`src/rtl/centroid_ctrl_if.sv`:
```
// Signal bundle between the centroid frame sequencer and its environment:
// video timing, accumulator pair, and the shared divider.
interface centroid_ctrl_if #(
  parameter int POS_W = 11,
  parameter int ACC_W = 30,
  parameter int CNT_W = 21
);
    logic             de;
    logic             v_sync;
    logic             mask;
    logic             acc_ce;
    logic             acc_clr;
    logic [POS_W-1:0] acc_x;
    logic [POS_W-1:0] acc_y;
    logic [ACC_W-1:0] m10_sum;
    logic [ACC_W-1:0] m01_sum;
    logic             div_start;
    logic [ACC_W-1:0] div_dividend;
    logic [CNT_W-1:0] div_divisor;
    logic             div_done;
    logic [POS_W-1:0] div_quot;
    logic [POS_W-1:0] x_c;
    logic [POS_W-1:0] y_c;
    logic             c_valid;
    logic             empty;
    logic             overrun;

    modport master (
        input  de, v_sync, mask, m10_sum, m01_sum, div_done, div_quot,
        output acc_ce, acc_clr, acc_x, acc_y, div_start, div_dividend, div_divisor,
               x_c, y_c, c_valid, empty, overrun
    );

    modport slave (
        output de, v_sync, mask, m10_sum, m01_sum, div_done, div_quot,
        input  acc_ce, acc_clr, acc_x, acc_y, div_start, div_dividend, div_divisor,
               x_c, y_c, c_valid, empty, overrun
    );
endinterface

```
`src/rtl/centroid_ctrl.sv`:
```
// Frame-level centroid sequencer: pixel position generation, mask-gated moment
// accumulation, end-of-frame snapshot and two divisions on a shared divider.
module centroid_ctrl #(
  parameter int H_ACTIVE = 1280,
  parameter int V_ACTIVE = 720,
  parameter int POS_W    = 11,
  parameter int ACC_W    = 30,
  parameter int CNT_W    = 21
) (
    input logic            clk,
    input logic            rst,
    centroid_ctrl_if.master bus
);

    localparam logic [2:0] SYNC = 3'd0;
    localparam logic [2:0] IDLE = 3'd1;
    localparam logic [2:0] CHK  = 3'd2;
    localparam logic [2:0] DX   = 3'd3;
    localparam logic [2:0] DY   = 3'd4;
    localparam logic [2:0] OUT  = 3'd5;

    localparam logic [POS_W:0] H_LIM = (POS_W+1)'(H_ACTIVE);
    localparam logic [POS_W:0] V_LIM = (POS_W+1)'(V_ACTIVE);

    function automatic logic [POS_W-1:0] sat_inc_pos(input logic [POS_W-1:0] v);
        return (&v) ? v : v + 1'b1;
    endfunction

    function automatic logic [CNT_W-1:0] sat_inc_cnt(input logic [CNT_W-1:0] v);
        return (&v) ? v : v + 1'b1;
    endfunction

    logic [2:0]       state;
    logic             de_p1;
    logic             vs_p1;
    logic             vs_p2;
    logic             vs_rise;
    logic             snap_p3;
    logic             acc_clr_r;
    logic [POS_W-1:0] x_cnt;
    logic [POS_W-1:0] y_cnt;
    logic [CNT_W-1:0] m00;
    logic [ACC_W-1:0] m10_snap;
    logic [ACC_W-1:0] m01_snap;
    logic [CNT_W-1:0] m00_snap;
    logic [POS_W-1:0] quot_x;
    logic [POS_W-1:0] x_c_r;
    logic [POS_W-1:0] y_c_r;
    logic             empty_r;
    logic             div_start_r;
    logic             accumulating;
    logic             pix_hit;

    assign vs_rise      = vs_p1 & ~vs_p2;
    assign accumulating = (state != SYNC);
    assign pix_hit      = bus.de & bus.mask & accumulating &
                          ({1'b0, x_cnt} < H_LIM) & ({1'b0, y_cnt} < V_LIM);

    assign bus.acc_ce       = pix_hit;
    assign bus.acc_x        = x_cnt;
    assign bus.acc_y        = y_cnt;
    assign bus.acc_clr      = acc_clr_r;
    assign bus.div_start    = div_start_r;
    assign bus.div_dividend = (state == DY) ? m01_snap : m10_snap;
    assign bus.div_divisor  = m00_snap;
    assign bus.x_c          = x_c_r;
    assign bus.y_c          = y_c_r;
    assign bus.c_valid      = (state == OUT);
    assign bus.empty        = (state == OUT) & empty_r;
    // A frame end is dropped whenever the sequencer is still busy with the previous one.
    assign bus.overrun      = snap_p3 & (state != IDLE) & (state != SYNC);

    // p1: timing registers; p2/p3: late v_sync edge and snapshot strobe
    always_ff @(posedge clk) begin
        if (!rst) begin
            de_p1     <= 1'b0;
            vs_p1     <= 1'b0;
            vs_p2     <= 1'b0;
            snap_p3   <= 1'b0;
            acc_clr_r <= 1'b1;
            x_cnt     <= '0;
            y_cnt     <= '0;
            m00       <= '0;
        end else begin
            de_p1     <= bus.de;
            vs_p1     <= bus.v_sync;
            vs_p2     <= vs_p1;
            snap_p3   <= vs_rise;
            acc_clr_r <= vs_rise;
            if (bus.de)
                x_cnt <= sat_inc_pos(x_cnt);
            else if (de_p1)
                x_cnt <= '0;
            if (vs_rise)
                y_cnt <= '0;
            else if (de_p1 && !bus.de)
                y_cnt <= sat_inc_pos(y_cnt);
            if (snap_p3)
                m00 <= '0;
            else if (pix_hit)
                m00 <= sat_inc_cnt(m00);
        end
    end

    always_ff @(posedge clk) begin
        if (!rst) begin
            state       <= SYNC;
            m10_snap    <= '0;
            m01_snap    <= '0;
            m00_snap    <= '0;
            quot_x      <= '0;
            x_c_r       <= '0;
            y_c_r       <= '0;
            empty_r     <= 1'b0;
            div_start_r <= 1'b0;
        end else begin
            div_start_r <= 1'b0;
            case (state)
                SYNC: if (snap_p3) state <= IDLE;
                IDLE: begin
                    if (snap_p3) begin
                        m10_snap <= bus.m10_sum;
                        m01_snap <= bus.m01_sum;
                        m00_snap <= m00;
                        state    <= CHK;
                    end
                end
                CHK: begin
                    if (m00_snap == '0) begin
                        x_c_r   <= '0;
                        y_c_r   <= '0;
                        empty_r <= 1'b1;
                        state   <= OUT;
                    end else begin
                        div_start_r <= 1'b1;
                        state       <= DX;
                    end
                end
                DX: begin
                    if (bus.div_done) begin
                        quot_x      <= bus.div_quot;
                        div_start_r <= 1'b1;
                        state       <= DY;
                    end
                end
                // Results are published together so x_c/y_c only change at c_valid.
                DY: begin
                    if (bus.div_done) begin
                        x_c_r   <= quot_x;
                        y_c_r   <= bus.div_quot;
                        empty_r <= 1'b0;
                        state   <= OUT;
                    end
                end
                OUT:     state <= IDLE;
                default: state <= SYNC;
            endcase
        end
    end

endmodule

```
`src/flat_wrapper.sv`:
```
// flat-port wrapper written by rule: the top's interface ports become plain ports
module centroid_ctrl_flat 
#(
  parameter int H_ACTIVE = 1280,
  parameter int V_ACTIVE = 720,
  parameter int POS_W    = 11,
  parameter int ACC_W    = 30,
  parameter int CNT_W    = 21
)
  (clk, rst, bus_de, bus_v_sync, bus_mask, bus_m10_sum, bus_m01_sum, bus_div_done, bus_div_quot, bus_acc_ce, bus_acc_clr, bus_acc_x, bus_acc_y, bus_div_start, bus_div_dividend, bus_div_divisor, bus_x_c, bus_y_c, bus_c_valid, bus_empty, bus_overrun);
  centroid_ctrl_if #(.POS_W(POS_W), .ACC_W(ACC_W), .CNT_W(CNT_W)) bus_i ();
  input logic clk;
  input logic rst;
  input wire logic [$bits(bus_i.de)-1:0] bus_de;
  input wire logic [$bits(bus_i.v_sync)-1:0] bus_v_sync;
  input wire logic [$bits(bus_i.mask)-1:0] bus_mask;
  input wire logic [$bits(bus_i.m10_sum)-1:0] bus_m10_sum;
  input wire logic [$bits(bus_i.m01_sum)-1:0] bus_m01_sum;
  input wire logic [$bits(bus_i.div_done)-1:0] bus_div_done;
  input wire logic [$bits(bus_i.div_quot)-1:0] bus_div_quot;
  output wire logic [$bits(bus_i.acc_ce)-1:0] bus_acc_ce;
  output wire logic [$bits(bus_i.acc_clr)-1:0] bus_acc_clr;
  output wire logic [$bits(bus_i.acc_x)-1:0] bus_acc_x;
  output wire logic [$bits(bus_i.acc_y)-1:0] bus_acc_y;
  output wire logic [$bits(bus_i.div_start)-1:0] bus_div_start;
  output wire logic [$bits(bus_i.div_dividend)-1:0] bus_div_dividend;
  output wire logic [$bits(bus_i.div_divisor)-1:0] bus_div_divisor;
  output wire logic [$bits(bus_i.x_c)-1:0] bus_x_c;
  output wire logic [$bits(bus_i.y_c)-1:0] bus_y_c;
  output wire logic [$bits(bus_i.c_valid)-1:0] bus_c_valid;
  output wire logic [$bits(bus_i.empty)-1:0] bus_empty;
  output wire logic [$bits(bus_i.overrun)-1:0] bus_overrun;
  assign bus_i.de = bus_de;
  assign bus_i.v_sync = bus_v_sync;
  assign bus_i.mask = bus_mask;
  assign bus_i.m10_sum = bus_m10_sum;
  assign bus_i.m01_sum = bus_m01_sum;
  assign bus_i.div_done = bus_div_done;
  assign bus_i.div_quot = bus_div_quot;
  assign bus_acc_ce = bus_i.acc_ce;
  assign bus_acc_clr = bus_i.acc_clr;
  assign bus_acc_x = bus_i.acc_x;
  assign bus_acc_y = bus_i.acc_y;
  assign bus_div_start = bus_i.div_start;
  assign bus_div_dividend = bus_i.div_dividend;
  assign bus_div_divisor = bus_i.div_divisor;
  assign bus_x_c = bus_i.x_c;
  assign bus_y_c = bus_i.y_c;
  assign bus_c_valid = bus_i.c_valid;
  assign bus_empty = bus_i.empty;
  assign bus_overrun = bus_i.overrun;
  centroid_ctrl #(.H_ACTIVE(H_ACTIVE), .V_ACTIVE(V_ACTIVE), .POS_W(POS_W), .ACC_W(ACC_W), .CNT_W(CNT_W)) u_core (.clk(clk), .rst(rst), .bus(bus_i));
endmodule
```
`config.mk`:
```
export PLATFORM = sky130hd
export DESIGN_NAME = centroid_ctrl_flat
export DESIGN_NICKNAME = d
export VERILOG_FILES = /design/src/rtl/centroid_ctrl_if.sv /design/src/rtl/centroid_ctrl.sv /design/src/flat_wrapper.sv
export SDC_FILE = /design/constraint.sdc
export NUM_CORES = 1
export LEC_CHECK = 0
export ABC_AREA = 1
export BUFFER_PORTS_ARGS = -buffer_cell sky130_fd_sc_hd__buf_2
export CORE_ASPECT_RATIO = 1.25
export CORE_MARGIN = 5
export CORE_UTILIZATION = 57
export DETAILED_ROUTE_END_ITERATION = 10
export PLACE_DENSITY = 0.9
export SLEW_MARGIN = 20
export SYNTH_ARGS = -nofsm -noshare
export SYNTH_HDL_FRONTEND = slang
export SYNTH_SLANG_ARGS = --single-unit
```
`constraint.sdc`:
```
create_clock -name clk -period 2.8 [get_ports clk]
set_clock_uncertainty 0.15 [all_clocks]
set_input_delay 0.42 -clock clk [delete_from_list [all_inputs] [get_ports clk]]
set_output_delay 0.42 -clock clk [all_outputs]
set_load 0.02 [all_outputs]
```
==> metrics.csv <==
metric,value,unit
setup bufs post-CTS,0,
Power Dens Cells,561,nW/um2
TritonCTS clock tree,built,
total gr overflow,0,
"Avg Cell Area, Syn",6.98,um2
Yosys top cell by area,dfxtp_1,
Post-route DRC,0,
IO Pins,178,
Critical Path RT,2.23,ns
vias in the first global route,6806,
Num CTS Buffers,17,
Reg area,3340,um2
htree depth,4,
routability cong.,0.906,
cell with the most instances after synthesis,nand2_1,
DP Worst Slack,0.590,ns
Synth Cell Area,7230,um2
Seq cells post-synth,167,
Final Total Pwr,4900,uW
# clock sinks,167,
Final Hold Viols,0,
Hold EP,u_core.vs_p1,
outcome,finished clean,
sequential share of power,0.492,
area delta synth->final,20.8,%
largest cells by area after synthesis,"dfxtp_1, nand2_1, nor2_1, o21ai_0, a21oi_1",
initial DRC count,602,
final worst slack,0.361,ns
worst slew pin tran,0.988,ns
critical path capture point type,output pin,
PortBufs,177,
Int Power,3660,uW
routed len/inst,14.0,um
Worst setup SP type,flip-flop,
Worst R2R Start,u_core.state[1],
post_cts resized,0,
ys async rst share,0,
Initial Util,0.576,
Final Max Tran Viols,0,
sequential area share after synthesis,0.463,
placed cell area,8160,um2
Clk network pwr share,0.465,
met2 GRT Util,0.420,
# hold bufs at CTS,0,
n_diodes,0,
Post-Synthesis Cells,1036,
met3 GRT Util,0.0739,
"CTS clk-pin slew, worst paths",0.07,ns
max-cap viol count,0,
Yosys warning count,0,
Nets,1271,
number of synthesized flops with an enable pin,0,
antenna violations before repair,0,
Routed Antenna Nets,0,
hpwl dp,13300,um
sw power,1240,uW
Cell variety after synth,35,
row count,46,
Comb pwr share,0.042,
GRT Max-Usage Layer,met2,
Tot GR Track Use,0.253,
M1 GR Usage,0.310,
largest net degree at the start of global routing,90,
Chip Height,136,um
vias,7209,
Worst-Skew Late Latency,0.43,ns
Syn Nets,1116,
clock tree buffer depth,2,
Pleak,0.00407,uW
first-pass GRT wire length,31700,um
Multi-input gate area,3440,um2
Root Buffer,clkbuf_16,
routed vias/inst,5.25,
top cells by instance count after synthesis,"nand2_1, nor2_1, dfxtp_1",
Die Wd,111,um
Routed WL,19200,um
setup_tns,0,ns
reg2reg end,u_core.bus.y_c[9],
highest ir drop seen on vdd,349,uV
worst hold path class,input port to flip-flop,
Post-Place Cells,1340,
R2R Setup Slk,0.54,ns
final setup violation count,0,
Die Area,15000,um2
kind of critical path,flip-flop to output pin,
Pre-Repair DR Iteration Count,5,
layout cells sized above 1,0.214,
fmax,410,MHz
Final period util,0.871,
post-route non-filler standard cell count,1372,
"Design Area, Final",8730,um2
hold depth,3,
Hold Startpoint,bus_v_sync,
"Primary FF master, synth",dfxtp_1,
sw frac,0.253,
"critical path fanouts, max",30,
Synth top area share,0.463,
CP arrival,1.87,ns
R2R cell count,8,
core area,12500,um2
RSZ-0062 raised after global routing,no,
relative slew slack,0.341,
filler cell count,1089,
minimum clock period,2.44,ns
## critical path, stage by stage, from the launching register on
cell and delay (ns):
dfxtp_1 0.42, nand2_1 0.15, nor2_2 0.17, buf_4 0.34, nand2_1 0.09, nand2_1 0.11
buf_2 0.17
## routing by layer
| layer | routed length (um) | vias up |
|---|---|---|
| met5 | 0 | - |
| met4 | 468 | 0 |
| met3 | 1580 | 40 |
| met2 | 9120 | 299 |
| met1 | 8010 | 3268 |
| li1 | - | 3602 |
## area by class of cell
type	instances	area share
clock buffer	17	0.0487
inverter	57	0.0251
multi-input combinational	763	0.394
clock inverter	15	0.0173
sequential	167	0.383
tap	168	0.0241
timing repair buffer	185	0.108
## power groups by stage
stage               registers [uW]  clock network, uW  logic [uW]
floorplan                     2470                  0        99.2
global placement              2470                  0         204
detailed placement            2470                  0         206
CTS                           2410               2310         207
global route                  2410               2400         231
finish                        2410               2280         208
## sequential cells by signal, indices dropped and copies added, names as in the netlist, 3 cells and up
| signal | flops |
|---|---|
| u_core.m10_snap | 30 |
| u_core.bus.acc_x | 11 |
| u_core.bus.acc_y | 11 |
| u_core.bus.x_c | 11 |
| u_core.state | 3 |
| u_core.bus.y_c | 11 |
| u_core.quot_x | 11 |
| u_core.m01_snap | 30 |
| u_core.bus.div_divisor | 21 |
| u_core.m00 | 21 |
## per-stage QoR
stage | hold WS, ns | utilization
after floorplan | 0.229 | -
after global placement | 0.241 | 0.650
after detailed placement | 0.250 | 0.650
after CTS | 0.0371 | 0.696
after global routing | 0.0688 | 0.696
final | 0.0429 | 0.696
## cell usage in the layout (no fill, tap or decap), drive strengths merged
| cell | netlist | layout |
|---|---|---|
| clkinv | 4 | 5 |
| nand3b | 2 | 2 |
| clkbuf | 33 | 17 |
| nor2 | 225 | 225 |
| xnor2 | 10 | 10 |
| a21oi | 74 | 74 |
| a32o | 1 | 1 |
| xor2 | 11 | 11 |
| or2 | 3 | 3 |
| clkinvlp | 0 | 4 |
| buf | 16 | 185 |
| dfxtp | 167 | 167 |
| nor3b | 2 | 2 |
| inv | 53 | 63 |
| nand3 | 30 | 30 |
| o21ai | 101 | 101 |
| nor3 | 11 | 11 |
| a31o | 1 | 1 |
| nand2 | 279 | 279 |
| ha | 3 | 3 |
| nand4 | 10 | 10 |
## how the worst max path moves through the flow
stage,end,slack (ns),start,cells past startpoint
2_1_floorplan,u_core.bus.acc_x[7],0.95,u_core.bus.acc_x[0],9
3_3_place_gp,u_core.m00[0],0.66,u_core.m00[0],11
3_5_place_dp,u_core.bus.x_c[0],0.59,u_core.state[1],8
4_1_cts,bus_div_dividend[1],0.35,u_core.state[1],7
5_1_grt,bus_div_dividend[1],0.18,u_core.state[1],7
6_report,bus_div_dividend[12],0.36,u_core.state[2],6
## cell families after synthesis
| family | count (synthesis) | share of synthesized area |
|---|---|---|
| simple gates | 562 | 0.316 |
| compound gates | 177 | 0.129 |
| flops | 167 | 0.463 |
| buf+inv | 106 | 0.0616 |
| xor+xnor | 21 | 0.0254 |
| fa+ha+maj | 3 | 0.00519 |
No activity file was read; power rests on OpenSTA's default activity.
